File: src/rtl/elev_pkg.sv
// Shared types and helpers for the elevator call panel: floor count, FSM states,
// direction encoding, floor index type and the call-selection function.
package elev_pkg;

   localparam int NFLR = 3;

   typedef enum logic [1:0] {
      IDLE  = 2'd0,
      SERVE = 2'd1,
      GAP   = 2'd2
   } state_t;

   localparam logic DIR_UP = 1'b0;
   localparam logic DIR_DN = 1'b1;

   // Floor index, encoded 1..NFLR.
   typedef logic [1:0] flr_t;

   typedef logic [NFLR:1] floors_t;

   typedef struct packed {
      logic valid;
      flr_t flr;
      logic dir;
   } sel_t;

   function automatic floors_t flr_onehot(input flr_t f);
      floors_t one;
      one = {{(NFLR-1){1'b0}}, 1'b1};
      return one << (f - 2'd1);
   endfunction

   // Priority: call at current floor, nearest ahead in dir, nearest behind (dir flips).
   function automatic sel_t select_target(input floors_t avail, input flr_t cur, input logic dir);
      sel_t sel;
      logic up_ok;
      logic dn_ok;
      flr_t up_f;
      flr_t dn_f;
      up_ok = 1'b0;
      dn_ok = 1'b0;
      up_f  = cur;
      dn_f  = cur;
      for (int i = NFLR; i >= 1; i--) begin
         if ((i > int'(cur)) && avail[i]) begin
            up_ok = 1'b1;
            up_f  = flr_t'(i);
         end
      end
      for (int i = 1; i <= NFLR; i++) begin
         if ((i < int'(cur)) && avail[i]) begin
            dn_ok = 1'b1;
            dn_f  = flr_t'(i);
         end
      end
      sel.valid = |avail;
      sel.flr   = cur;
      sel.dir   = dir;
      if (!sel.valid || avail[cur]) begin
         sel.flr = cur;
      end else if ((dir == DIR_UP) && up_ok) begin
         sel.flr = up_f;
      end else if ((dir == DIR_DN) && dn_ok) begin
         sel.flr = dn_f;
      end else if (dir == DIR_UP) begin
         sel.flr = dn_f;
         sel.dir = DIR_DN;
      end else begin
         sel.flr = up_f;
         sel.dir = DIR_UP;
      end
      return sel;
   endfunction

endpackage

File: src/rtl/elev_call_panel_if.sv
// Pin-side bundle of the call panel: buttons and sensor in, controller feedback in,
// controller request/obstruction and lamp outputs out.
interface elev_call_panel_if;
   import elev_pkg::*;

   floors_t Btn;
   logic    Obst_raw;
   logic    FLR1;
   logic    FLR2;
   logic    FLR3;
   logic    Door;
   floors_t Req;
   logic    Blk;
   floors_t Pend;

   modport master (
      input  Btn, Obst_raw, FLR1, FLR2, FLR3, Door,
      output Req, Blk, Pend
   );

   modport slave (
      output Btn, Obst_raw, FLR1, FLR2, FLR3, Door,
      input  Req, Blk, Pend
   );

endinterface

File: src/rtl/elev_blk_debounce.sv
// Obstruction conditioner: Blk follows Obst_raw only after DB_CYCLES consecutive
// disagreeing samples (used when ELEV_CALL_BLK_DEBOUNCE_EN is defined).
module elev_blk_debounce #(
   parameter int unsigned DB_CYCLES = 3
) (
   input  logic clk,
   input  logic Reset,
   input  logic obst_raw,
   output logic blk
);

   localparam int CW = (DB_CYCLES > 1) ? $clog2(DB_CYCLES) : 1;

   logic [CW-1:0] cnt_r;
   logic          blk_r;

   // Stability counter and conditioned output register.
   always_ff @(posedge clk) begin
      if (Reset) begin
         cnt_r <= {CW{1'b0}};
         blk_r <= 1'b0;
      end else if (obst_raw != blk_r) begin
         if (cnt_r == CW'(DB_CYCLES - 32'd1)) begin
            blk_r <= obst_raw;
            cnt_r <= {CW{1'b0}};
         end else begin
            cnt_r <= cnt_r + CW'(1);
         end
      end else begin
         cnt_r <= {CW{1'b0}};
      end
   end

   assign blk = blk_r;

endmodule

File: src/rtl/elev_call_panel.sv
// Call-panel front end: latches button presses, issues one locked request at a time
// to the controller, and conditions the obstruction sensor (ELEV_CALL_BLK_DEBOUNCE_EN).
module elev_call_panel
   import elev_pkg::*;
#(
   parameter int unsigned GAP_CYCLES = 4,
   parameter int unsigned DB_CYCLES  = 3
) (
   input  logic                clk,
   input  logic                Reset,
   elev_call_panel_if.master   bus
);

   localparam int GW = (GAP_CYCLES > 1) ? $clog2(GAP_CYCLES) : 1;

   floors_t       btn_r;
   floors_t       pend_r;
   floors_t       req_r;
   flr_t          cur_flr_r;
   flr_t          tgt_r;
   logic          dir_r;
   state_t        state_r;
   logic [GW-1:0] gap_r;
   logic          blk_s;

   floors_t       flr_s;
   floors_t       rise_s;
   floors_t       clr_s;
   floors_t       avail_s;
   sel_t          sel_s;

   // Edge detect, service detection and next-target choice.
   always_comb begin
      flr_s   = {bus.FLR3, bus.FLR2, bus.FLR1};
      rise_s  = bus.Btn & ~btn_r;
      clr_s   = flr_s & {NFLR{bus.Door}};
      // A call being served this very edge must not be issued.
      avail_s = pend_r & ~clr_s;
      sel_s   = select_target(avail_s, cur_flr_r, dir_r);
   end

   // Call latching, floor tracking and the request FSM.
   always_ff @(posedge clk) begin
      if (Reset) begin
         btn_r     <= {NFLR{1'b0}};
         pend_r    <= {NFLR{1'b0}};
         req_r     <= {NFLR{1'b0}};
         cur_flr_r <= 2'd1;
         tgt_r     <= 2'd1;
         dir_r     <= DIR_UP;
         state_r   <= IDLE;
         gap_r     <= {GW{1'b0}};
      end else begin
         btn_r  <= bus.Btn;
         pend_r <= (pend_r | rise_s) & ~clr_s;
         case (flr_s)
            3'b001:  cur_flr_r <= 2'd1;
            3'b010:  cur_flr_r <= 2'd2;
            3'b100:  cur_flr_r <= 2'd3;
            default: cur_flr_r <= cur_flr_r;
         endcase
         case (state_r)
            IDLE: begin
               if (sel_s.valid) begin
                  tgt_r   <= sel_s.flr;
                  dir_r   <= sel_s.dir;
                  req_r   <= flr_onehot(sel_s.flr);
                  state_r <= SERVE;
               end else begin
                  req_r   <= {NFLR{1'b0}};
               end
            end
            SERVE: begin
               if (clr_s[tgt_r]) begin
                  req_r   <= {NFLR{1'b0}};
                  gap_r   <= GW'(GAP_CYCLES - 32'd1);
                  state_r <= GAP;
               end else begin
                  req_r   <= req_r;
               end
            end
            GAP: begin
               req_r <= {NFLR{1'b0}};
               if (gap_r == {GW{1'b0}}) begin
                  state_r <= IDLE;
               end else begin
                  gap_r   <= gap_r - GW'(1);
               end
            end
            default: begin
               req_r   <= {NFLR{1'b0}};
               state_r <= IDLE;
            end
         endcase
      end
   end

`ifdef ELEV_CALL_BLK_DEBOUNCE_EN
   elev_blk_debounce #(
      .DB_CYCLES (DB_CYCLES)
   ) u_blk_debounce (
      .clk      (clk),
      .Reset    (Reset),
      .obst_raw (bus.Obst_raw),
      .blk      (blk_s)
   );
`else
   logic        blk_r;
   logic [31:0] unused_db_s;

   assign unused_db_s = DB_CYCLES;

   // Plain one-register retiming of the obstruction sensor.
   always_ff @(posedge clk) begin
      if (Reset) begin
         blk_r <= 1'b0;
      end else begin
         blk_r <= bus.Obst_raw;
      end
   end

   assign blk_s = blk_r;
`endif

   assign bus.Req  = req_r;
   assign bus.Pend = pend_r;
   assign bus.Blk  = blk_s;

endmodule

File: src/flat_wrapper.sv
// flat-port wrapper written by rule: the top's interface ports become plain ports
module elev_call_panel_flat import elev_pkg::*;
#(
   parameter int unsigned GAP_CYCLES = 4,
   parameter int unsigned DB_CYCLES  = 3
)
  (clk, Reset, bus_Btn, bus_Obst_raw, bus_FLR1, bus_FLR2, bus_FLR3, bus_Door, bus_Req, bus_Blk, bus_Pend);
  elev_call_panel_if bus_i ();
  input  logic clk;
  input  logic Reset;
  input wire logic [$bits(bus_i.Btn)-1:0] bus_Btn;
  input wire logic [$bits(bus_i.Obst_raw)-1:0] bus_Obst_raw;
  input wire logic [$bits(bus_i.FLR1)-1:0] bus_FLR1;
  input wire logic [$bits(bus_i.FLR2)-1:0] bus_FLR2;
  input wire logic [$bits(bus_i.FLR3)-1:0] bus_FLR3;
  input wire logic [$bits(bus_i.Door)-1:0] bus_Door;
  output wire logic [$bits(bus_i.Req)-1:0] bus_Req;
  output wire logic [$bits(bus_i.Blk)-1:0] bus_Blk;
  output wire logic [$bits(bus_i.Pend)-1:0] bus_Pend;
  assign bus_i.Btn = bus_Btn;
  assign bus_i.Obst_raw = bus_Obst_raw;
  assign bus_i.FLR1 = bus_FLR1;
  assign bus_i.FLR2 = bus_FLR2;
  assign bus_i.FLR3 = bus_FLR3;
  assign bus_i.Door = bus_Door;
  assign bus_Req = bus_i.Req;
  assign bus_Blk = bus_i.Blk;
  assign bus_Pend = bus_i.Pend;
  elev_call_panel #(.GAP_CYCLES(GAP_CYCLES), .DB_CYCLES(DB_CYCLES)) u_core (.clk(clk), .Reset(Reset), .bus(bus_i));
endmodule
File: config.mk
export PLATFORM = sky130hd
export DESIGN_NAME = elev_call_panel_flat
export DESIGN_NICKNAME = d
export VERILOG_FILES = /design/src/rtl/elev_pkg.sv /design/src/rtl/elev_call_panel_if.sv /design/src/rtl/elev_blk_debounce.sv /design/src/rtl/elev_call_panel.sv /design/src/flat_wrapper.sv
export SDC_FILE = /design/constraint.sdc
export NUM_CORES = 1
export LEC_CHECK = 0
export ABC_AREA = 1
export ABC_CLOCK_PERIOD_IN_PS = 4000
export CORE_MARGIN = 1.5
export CORE_UTILIZATION = 53
export DETAILED_ROUTE_END_ITERATION = 8
export PLACE_DENSITY = 0.79
export SLEW_MARGIN = 20
export SYNTH_ARGS = -nofsm -noshare
export SYNTH_HDL_FRONTEND = slang
export SYNTH_SLANG_ARGS = --single-unit
File: constraint.sdc
create_clock -name clk -period 4 [get_ports clk]
set_clock_uncertainty 0.15 [all_clocks]
set_input_delay 1.2 -clock clk [delete_from_list [all_inputs] [get_ports clk]]
set_output_delay 1.2 -clock clk [all_outputs]
set_load 0.03 [all_outputs]
; After elaboration in Yosys (flattened, before gate mapping)
; Index checks and enable logic that the tools add are counted.
[classes]
n_lt_le_gt_ge = 7
n_mul = 0
div = 0
add_sub_neg = 2
n_reduce_logical = 18
n_mux = 29
shifts = 1
bitwise_logic = 11
eq_ne = 9
[op_table]
columns = op, n
row1 = two-way mux 2 bit, 13
row2 = bitwise AND 3 bit, 4
row3 = case mux 2 bit (3 select lines), 2
row4 = two-way mux 3 bit, 3
row5 = logical AND 1 bit, 7
row6 = two-way mux 1 bit, 7
row7 = < comparator 2 x 3 -> 1 bit (second input constant), 2
row8 = inequality test 2 x 1 -> 1 bit (second input constant), 3
row9 = NOT 3 bit, 2
row10 = case mux 3 bit (2 select lines), 1
row11 = AND reduction 3 bit, 2
row12 = AND reduction 5 bit, 1
row13 = binary-select mux 1 bit (select 2 bit), 2
row14 = greater-than comparator 2 bit (first input constant), 2
row15 = zero test 2 bit, 2
row16 = NOT 1 bit, 4
row17 = case mux 2 bit (2 select lines), 1
row18 = subtractor 2 x 1 -> 2 bit (second input constant), 2
row19 = equality test 3 x 1 -> 1 bit (second input constant), 1
row20 = equality test 3 x 2 -> 1 bit (second input constant), 1
row21 = equality test 3 bit (second input constant), 1
row22 = bitwise OR 3 bit, 1
row23 = nonzero test 3 bit, 1
row24 = OR reduction 3 bit, 1
row25 = other kinds (11), 11
[totals]
n_memories = 0
mem_bits_ro = 0
latch_bits = 0
ram_bits = 0
out_inout_bits = 7
word_cells = 86
reg_bits = 19

; Logic depth before layout (Yosys ltp)
; Gate-level depths: netlist of run 1.
[logic_depth]
word_depth = 15
mapped_depth = 13
depth_no_buf = 13

; Least setup slack after synthesis of run 1
; No wires, ideal clock.
[synth_timing]
path_kind = input port to flip-flop
startpoint = in bus_FLR3
endpoint = reg u_core.req_r[2] (netlist: u_core.bus.Req[2])
path_buffers = 0
cell_stages = 12
path_slack_ns = 1.703
t_arrival_ns = 2.020
required_ns = 3.722
cell_sequence = nand2_1 > nand2_2 > nand2_1 > nand3_1 > nand2_2 > clkinv_2 > nand2_1 > nand2_2 > inv_1 > nor2_1 > nor2_1 > nor2_1
[synth_via]
elab_chain_cells = 15
[synth_lines]
columns = element, line_no
row1 = start: declaration, flat_wrapper.sv:15  ; input wire logic [$bits(bus_i.FLR3)-1:0] bus_FLR3;
row2 = bitwise AND 3 bit *, elev_call_panel.sv:36  ; clr_s = flr_s & {NFLR{bus.Door}};
row3 = NOT 3 bit, elev_call_panel.sv:38  ; avail_s = pend_r & ~clr_s;
row4 = bitwise AND 3 bit, elev_call_panel.sv:38
row5 = logical AND 1 bit, elev_pkg.sv:45  ; if ((i > int'(cur)) && avail[i]) begin
row6 = two-way mux 2 bit (3 in a row), elev_pkg.sv:45
row7 = two-way mux 3 bit, elev_pkg.sv:65  ; end else if (dir == DIR_UP) begin
row8 = two-way mux 2 bit, elev_pkg.sv:63  ; end else if ((dir == DIR_DN) && dn_ok) begin
row9 = two-way mux 2 bit, elev_pkg.sv:61  ; end else if ((dir == DIR_UP) && up_ok) begin
row10 = two-way mux 2 bit, elev_pkg.sv:59  ; if (!sel.valid || avail[cur]) begin
row11 = subtractor 2 x 1 -> 2 bit, elev_pkg.sv:30  ; return one << (f - 2'd1);
row12 = left shift 1 x 2 -> 3 bit, elev_pkg.sv:30
row13 = two-way mux 3 bit, elev_call_panel.sv:64  ; if (sel_s.valid) begin
row14 = case mux 3 bit (2 select lines), elev_call_panel.sv:62  ; case (state_r)
row15 = end signal: assignment, elev_call_panel.sv:67  ; req_r <= flr_onehot(sel_s.flr);
row16 = end signal: assignment, elev_call_panel.sv:70  ; req_r <= {NFLR{1'b0}};
row17 = end signal: assignment, elev_call_panel.sv:75  ; req_r <= {NFLR{1'b0}};
row18 = end: declaration, elev_call_panel.sv:18  ; floors_t req_r;
; Mark *: on every way between the ends. The rest lies on a longest branch, timed or not. The select of a mux whose other input is x is not followed.
; A chain may end at the register's enable or synchronous reset.

; Worst setup path after layout of run 1
[layout_timing]
startpoint = reg u_core.pend_r[0] (netlist: u_core.bus.Pend[0])
endpoint = out bus_Pend[0]
[layout_lines]
columns = element, line_no
row1 = start: declaration, elev_call_panel.sv:17  ; floors_t pend_r;
row2 = start signal: assignment, elev_call_panel.sv:46  ; pend_r <= {NFLR{1'b0}};
row3 = start signal: assignment, elev_call_panel.sv:55  ; pend_r <= (pend_r | rise_s) & ~clr_s;
row4 = end: declaration, flat_wrapper.sv:19  ; output wire logic [$bits(bus_i.Pend)-1:0] bus_Pend;
; No word-level cell between the ends.

==> results of run 1 <==
## logic make-up (layout without fill, tap and decap cells)
kind of cell	Yosys count	count (layout)
AO/OA/AOI/OAI	20	20
buffers and inverters	28	47
adder cells (fa/ha/maj)	5	5
AND/OR/NAND/NOR	91	91
flip-flops	19	19
## per-layer routing
layer  GRT usage [%]  up-vias  routed length [um]
met5               0        -                   0
met4           6.486        0                  25
met3           2.222        4                  76
met2           35.79       22                 991
met1           30.09      443                1109
li1                -      554                   -
## registers in the layout (all words and copies together), names as in the netlist
name and cells:
u_core.btn_r 3, u_core.tgt_r 2, u_core.dir_r 1, u_core.state_r 2
u_core.gap_r 2, u_core.cur_flr_r 2, u_core.bus.Req 3, u_core.bus.Pend 3
u_core.bus.Blk 1
## report_power, final
part | leakage, nW | total [mW] | internal (mW) | switching (mW)
logic | 0.475 | 0.239 | 0.0918 | 0.147
registers | 0.157 | 0.241 | 0.221 | 0.0197
clock network | 0.0139 | 0.101 | 0.0381 | 0.0625
## metrics by stage
step                power (mW)  instance area (um^2)
floorplan               0.4215                  1086
global placement        0.4740                  1276
detailed placement      0.4824                  1276
CTS                     0.5850                  1306
global route            0.6295                  1306
finish                  0.5805                  1306
## layout make-up
cell class	instances	area (um^2)
Clock inverter	1	7.507
Sequential cell	19	380.4
Inverter	27	102.6
Fill cell	187	635.6
Clock buffer	3	22.52
Tap cell	27	33.78
Multi-Input combinational cell	116	599.3
Timing Repair Buffer	16	160.2
## placed cells by master, fill, tap and decap left out
cell type | netlist | layout
a21oi_2 | 1 | 1
o211ai_1 | 1 | 1
nand2_1 | 40 | 40
clkinv_2 | 1 | 1
inv_2 | 1 | 1
nand3_2 | 3 | 3
dfxtp_1 | 19 | 19
clkdlybuf4s50_1 | 0 | 16
nand4_2 | 1 | 1
nand3b_4 | 1 | 1
nand3_1 | 17 | 17
nand2_2 | 5 | 5
nand3b_1 | 1 | 1
clkinvlp_4 | 0 | 1
ha_1 | 5 | 5
nor3_1 | 4 | 4
inv_1 | 25 | 25
a21oi_1 | 11 | 11
clkbuf_4 | 0 | 3
o21ai_0 | 6 | 6
a211oi_1 | 1 | 1
nor2_1 | 19 | 19
## how the worst min path moves through the flow
stage | endpoint | cells past startpoint | from | slack (ns)
5_1_grt | u_core.gap_r[1] | 2 | u_core.gap_r[1] | 0.37
3_5_place_dp | u_core.gap_r[1] | 2 | u_core.gap_r[1] | 0.31
4_1_cts | u_core.gap_r[1] | 2 | u_core.gap_r[1] | 0.33
6_report | u_core.gap_r[1] | 2 | u_core.gap_r[1] | 0.32
2_1_floorplan | u_core.gap_r[1] | 2 | u_core.gap_r[1] | 0.28
3_3_place_gp | u_core.gap_r[1] | 2 | u_core.gap_r[1] | 0.30
==> impl_results.md, run 1 <==
- Synth Area in Adders: under 10%
- Internal reg-to-reg setup slack: approximately 2.3 ns
- Worst Path Buf+Inv: 1
- Worst skew pair latency: 0.30 ns
- R2r endpoint: u_core.bus.Req[2]
- Post-synthesis simple-gate area fraction: 39.40%
- Crit path to: bus_Pend[0]
- First-pass GRT wire length: 3588 um
- Hold WS: 0.3204 ns
- Final worst slack: 1.226 ns
- Final min period: about 2.8 ns
- Max-cap viol count: 0
- Synth area leaders: dfxtp_1 35%, nand2_1 14%, inv_1 8.6%
- H-Tree Depth: 1
- # IOs: 17
- Cell taking the most area after synthesis: dfxtp_1
- Netlist Area Pre-Place: 1086 um^2
- Placed Instances: 205
- DP HPWL: 1712 um
- Residual DRC count: 0
- Largest family of logic cells by synthesized area: simple AND/OR/NAND/NOR gates
- Setup tns final: 0 ns
- ANT cells: 0
- DR iter-0 viols: 35
- FP Rows: 16
- PwrDens: around 440 nW/um^2
- Synth warn: 0
- GPL Wtd Cong: roughly 0.89
- Slew @ Worst Pin: between 0.5 and 0.6 ns
- Clock transition at the registers of the reported paths: 0.12 ns
- Synth async-reset ratio: 0%
- Reg2reg start: u_core.cur_flr_r[1]
- Synth Area per Inst: 6.663 um^2
- Worst endpoint required time: roughly 2.7 ns
- Die X-Extent: 48.27 um
- Yosys reg bits: 19
- Clock Sink Count: 19
- Worst R2R Path Depth: 13
- Worst Path Max Fanout: 5
- Layout area overhead: 20.28%
- Post-synthesis cell type count: 20
- CP Launch Type: register
- Number of synthesized flops with an enable pin: 0
- Post-route insts no fill: 209
- Initial Utilization: a little under three fifths
- CP Class: reg2out
- Worst setup path start: u_core.bus.Pend[0]
- Crit-path slowest cell: clkdlybuf4s50_1
- Post-route ant nets: 0
- Cell family with most CP delay: buffers and inverters
- Complex-gate fraction of the synthesized area: 10.02%
- Post-synthesis mux area share: 0%
- Type of the worst min-delay path: reg2reg
- Arr. time, crit path: 1.42 ns
- Most frequent cell after synthesis: nand2_1
- Peak Freq: 360.4 MHz
- Core area: 1942 um^2
- DRT Pass-1 Iters: 4
- CTS Root Buffer Type: clkbuf_4
- Total gr overflow: 0
- CTS max path bufs: 2
- Cell count after synthesis: 163
- Final-report hold violation count: 0
- Nature of the critical path endpoint: primary output
- Register area share after synthesis: 35.02%
- Post-Route WL: 2203 um
- LEAKAGE: 0.6463 nW
- Xor/xnor share of the synthesized area: 0%
- Global Route Usage Sum: 21.79%
- Status: finished clean
- Max rail drop VDD: roughly 0.28 mV
- CTS Hold Bufs: 0
- Pin count of the biggest net entering global routing: 15
- Most frequent cells after synthesis: 40 x nand2_1, 25 x inv_1, 19 x dfxtp_1, 19 x nor2_1, 17 x nand3_1
- Final worst path period share: between 60 and 70%
- Via density: 4.895
- Initial antenna violation count: 0
- Post_cts resized: 0
- DP Worst Slack: ~1 ns
- Post-CTS repair timing setup buffer count: 0
- Crit. path cell count: 1
- CP max stage delay: about 0.7 ns
- Top-area cell type share of the netlist area: 35.02%
- Fraction of layout cells with a size suffix above 1: under 10%
- Die Ht: 48.27 um
- Number of setup violations in the final report: 0
- Final Util: 67.27%
- Number of global-route vias before repair: 889
- Critical Path, Cell by Cell: clkdlybuf4s50_1
- Slew Viols, Final: 0
- Layout Nets: 198
- IO Port Bufs: 16
- Die area: 2330 um^2
- CTS tree: yes
- Slew HR: around 63%
- Via count: 1023
- Avg WL per Cell: roughly 11 um
- CTS Buf Count: 3
- Top_reg_cell synth: dfxtp_1
- Synthesized net count: 178
- RSZ-0062 raised after global routing: false
No activity file was read; power rests on OpenSTA's default activity.
==> inputs of run 2 (changes only) <==
ABC_CLOCK_PERIOD_IN_PS = 2700   (was 4000)
CORE_UTILIZATION = 52   (was 53)
PLACE_DENSITY = 0.78   (was 0.79)
clock period = 2.7 ns   (was 4 ns; I/O delays follow)
==> run 2 against run 1 <==
Against the previous run: hold slack better by 0.0015 ns; final area is 0.38% higher; register-to-register slack worse by 1.3 ns; non-clock buffer count is 1 higher; final cell count is 0.48% higher; via count is 4.2% higher; die area is 1.8% higher.
==> impl_results.md, run 2 (same netlist as run 1, synthesis figures left out) <==
- Sequential share of power: 41.9% (+0.4 points)
- CTS Root Buffer Type: clkbuf_4
- Most frequent cells in the layout: 40 x nand2_1, 25 x inv_1, 19 x nor2_1, 19 x dfxtp_1, 17 x nand3_1
- Reg area: 380.4 um^2 (unchanged)
- LEAKAGE: 0.6549 nW (+1.3%)
- Clock Sink Count: 19 (unchanged)
- Final min period: 2.379 ns
- CTS Hold Bufs: 0 (unchanged)
- Max-cap viol count: 0 (unchanged)
- Number of global-route vias before repair: 1017 (+14%)
- Arr. time, crit path: 1.42 ns (about the same)
- Pin count of the biggest net entering global routing: 12 (-3)
- FP Rows: 16 (unchanged)
- Post-route ant nets: 0 (unchanged)
- Clock transition at the registers of the reported paths: 0.11 ns (about the same)
- CP Class: reg2out
- Final worst slack: 0.3206 ns (-0.9050 ns)
- CP Launch Type: register
- First-pass GRT wire length: 4077 um (+14%)
- Post-Route WL: 2222 um (+0.86%)
- Avg WL per Cell: 10.58 um (+0.38%)
- Number of setup violations in the final report: 0 (unchanged)
- Layout Nets: 199 (+0.51%)
- DR iter-0 viols: 20 (-43%)
- CP max stage delay: 0.70 ns (about the same)
- Final worst path period share: 88.13%
- DP Worst Slack: 0.08249 ns (-0.8888 ns)
- Worst skew pair latency: 0.30 ns (about the same)
- Core area: 1962 um^2 (+1.0%)
- Crit-path slowest cell: clkdlybuf4s50_1
- Worst R2R Path Depth: 13 (unchanged)
- Via density: 5.076 (+3.7%)
- Slew HR: 79.56% (+17 points)
- DRT Pass-1 Iters: 4 (unchanged)
- Residual DRC count: 0 (unchanged)
- Hold path start: u_core.gap_r[1]
- Global Route Usage Sum: 21.46% (-0.34 points)
- Routing usage on met1: 23.73% (-6.4 points)
- Final Util: 66.84% (-0.43 points)
- DP HPWL: 1814 um (+6.0%)
- CTS Buf Count: 3 (unchanged)
- R2r endpoint: u_core.bus.Req[2]
- Critical Path, Cell by Cell: clkdlybuf4s50_1
- Setup tns final: 0 ns (unchanged)
- Hold Path Depth: 2 (unchanged)
- Peak Freq: 420.3 MHz
- Worst Path Buf+Inv: 1 (unchanged)
- Nature of the critical path endpoint: primary output
- Met2 usage: 42.69% (+6.9 points)
- Comb power frac: 41.5% (+0.3 points)
- PwrDens: 651.3 nW/um^2 (+47%)
- Final-report hold violation count: 0 (unchanged)
- Post-CTS repair timing setup buffer count: 0 (unchanged)
- Die X-Extent: 48.70 um (+0.90%)
- Post_cts resized: 0 (unchanged)
- Worst setup path start: u_core.bus.Pend[0]
- GRT busiest layer: met2
- Total gr overflow: 0 (unchanged)
- Die Ht: 48.70 um (+0.90%)
- Initial Utilization: 55.36% (-0.57 points)
- Filler Cell Count: 194 (+3.7%)
- Die area: 2372 um^2 (+1.8%)
- Cell family with most CP delay: buffers and inverters
- Status: finished clean
- P_int: 0.5218 mW (+49%)
- Layout area overhead: 20.74%
- Slew @ Worst Pin: 0.3056 ns (-0.2474 ns)
- Hold endpoint: u_core.gap_r[1]
- # IOs: 17 (unchanged)
- H-Tree Depth: 1 (unchanged)
- GPL Wtd Cong: 0.9199 (+3.0%)
- Max rail drop VDD: 0.4702 mV (+65%)
- ANT cells: 0 (unchanged)
- M3 GR Usage: 2.160% (-0.062 points)
- Multi-input logic area: 599.3 um^2 (unchanged)
- Type of the worst min-delay path: reg2reg
- Via count: 1066 (+4.2%)
- Reg2reg start: u_core.cur_flr_r[0]
- IO Port Bufs: 16 (unchanged)
- Clock Power Share: 16.6% (-0.7 points)
- Fraction of layout cells with a size suffix above 1: 9.836% (+0.50 points)
- Commonest non-fill, non-tap cell in the layout: nand2_1
- Slew Viols, Final: 0 (unchanged)
- Worst endpoint required time: 1.74 ns (-0.91 ns)
- CTS tree: yes
- Switching Share: 38.90% (-0.60 points)
- P_sw: 0.3322 mW (+45%)
- Initial antenna violation count: 0 (unchanged)
- CTS max path bufs: 2 (unchanged)
- Worst Path Max Fanout: 5 (unchanged)
- RSZ-0062 raised after global routing: false
- Internal reg-to-reg setup slack: 0.98 ns (-1.29 ns)
==> run 2: cell types whose count changed in the layout (fill, tap and decap cells not counted), sizes merged <==
cell	delta
buf	+1
clkinv	+1
clkinvlp	-1
==> run 2: per-layer routing <==
metal | part of all wire (%) | vias up
met5 | 0 | -
met4 | 0.23 | 0
met3 | 4.1 | 2
met2 | 50 | 25
met1 | 45 | 479
li1 | - | 560
==> run 2: final cells by class <==
class	count	share of cell area (%)
Clock inverter	1	0.3817
Tap cell	27	2.576
Sequential cell	19	29.01
Clock buffer	3	1.718
Inverter	27	7.824
Timing Repair Buffer	17	12.79
Multi-Input combinational cell	116	45.71
==> run 2: power groups by stage <==
stage | clock, mW | sequential [mW] | combinational (mW)
global placement | 0 | 0.363 | 0.341
CTS | 0.146 | 0.358 | 0.359
floorplan | 0 | 0.378 | 0.246
global route | 0.159 | 0.363 | 0.411
detailed placement | 0 | 0.364 | 0.357
finish | 0.142 | 0.358 | 0.354
==> run 2: how the worst max path moves through the flow <==
stage | to | slack, ns | cells after the start
floorplan | u_core.bus.Req[2] | 0.79 | 12
global placement | u_core.bus.Req[2] | 0.12 | 14
detailed placement | u_core.bus.Req[2] | 0.08 | 14
CTS | bus_Pend[0] | 0.32 | 1
global route | u_core.bus.Req[2] | 0.15 | 14
finish | bus_Pend[0] | 0.32 | 1
==> run 2: metrics by stage <==
stage	cell area, um^2	std cells	total power [mW]	hold WS, ns
floorplan	1086	163	0.6245	0.2825
global placement	1284	206	0.7045	0.2964
CTS	1311	210	0.8622	0.3248
detailed placement	1284	206	0.7213	0.3074
global route	1311	210	0.9333	0.3672
finish	1311	210	0.8540	0.3219
==> inputs of run 3 (changes only) <==
HOLD_SLACK_MARGIN = 0.03   (was not set)
==> results of run 3 <==
The final DEF is identical to that of run 2; final timing and power are the same.
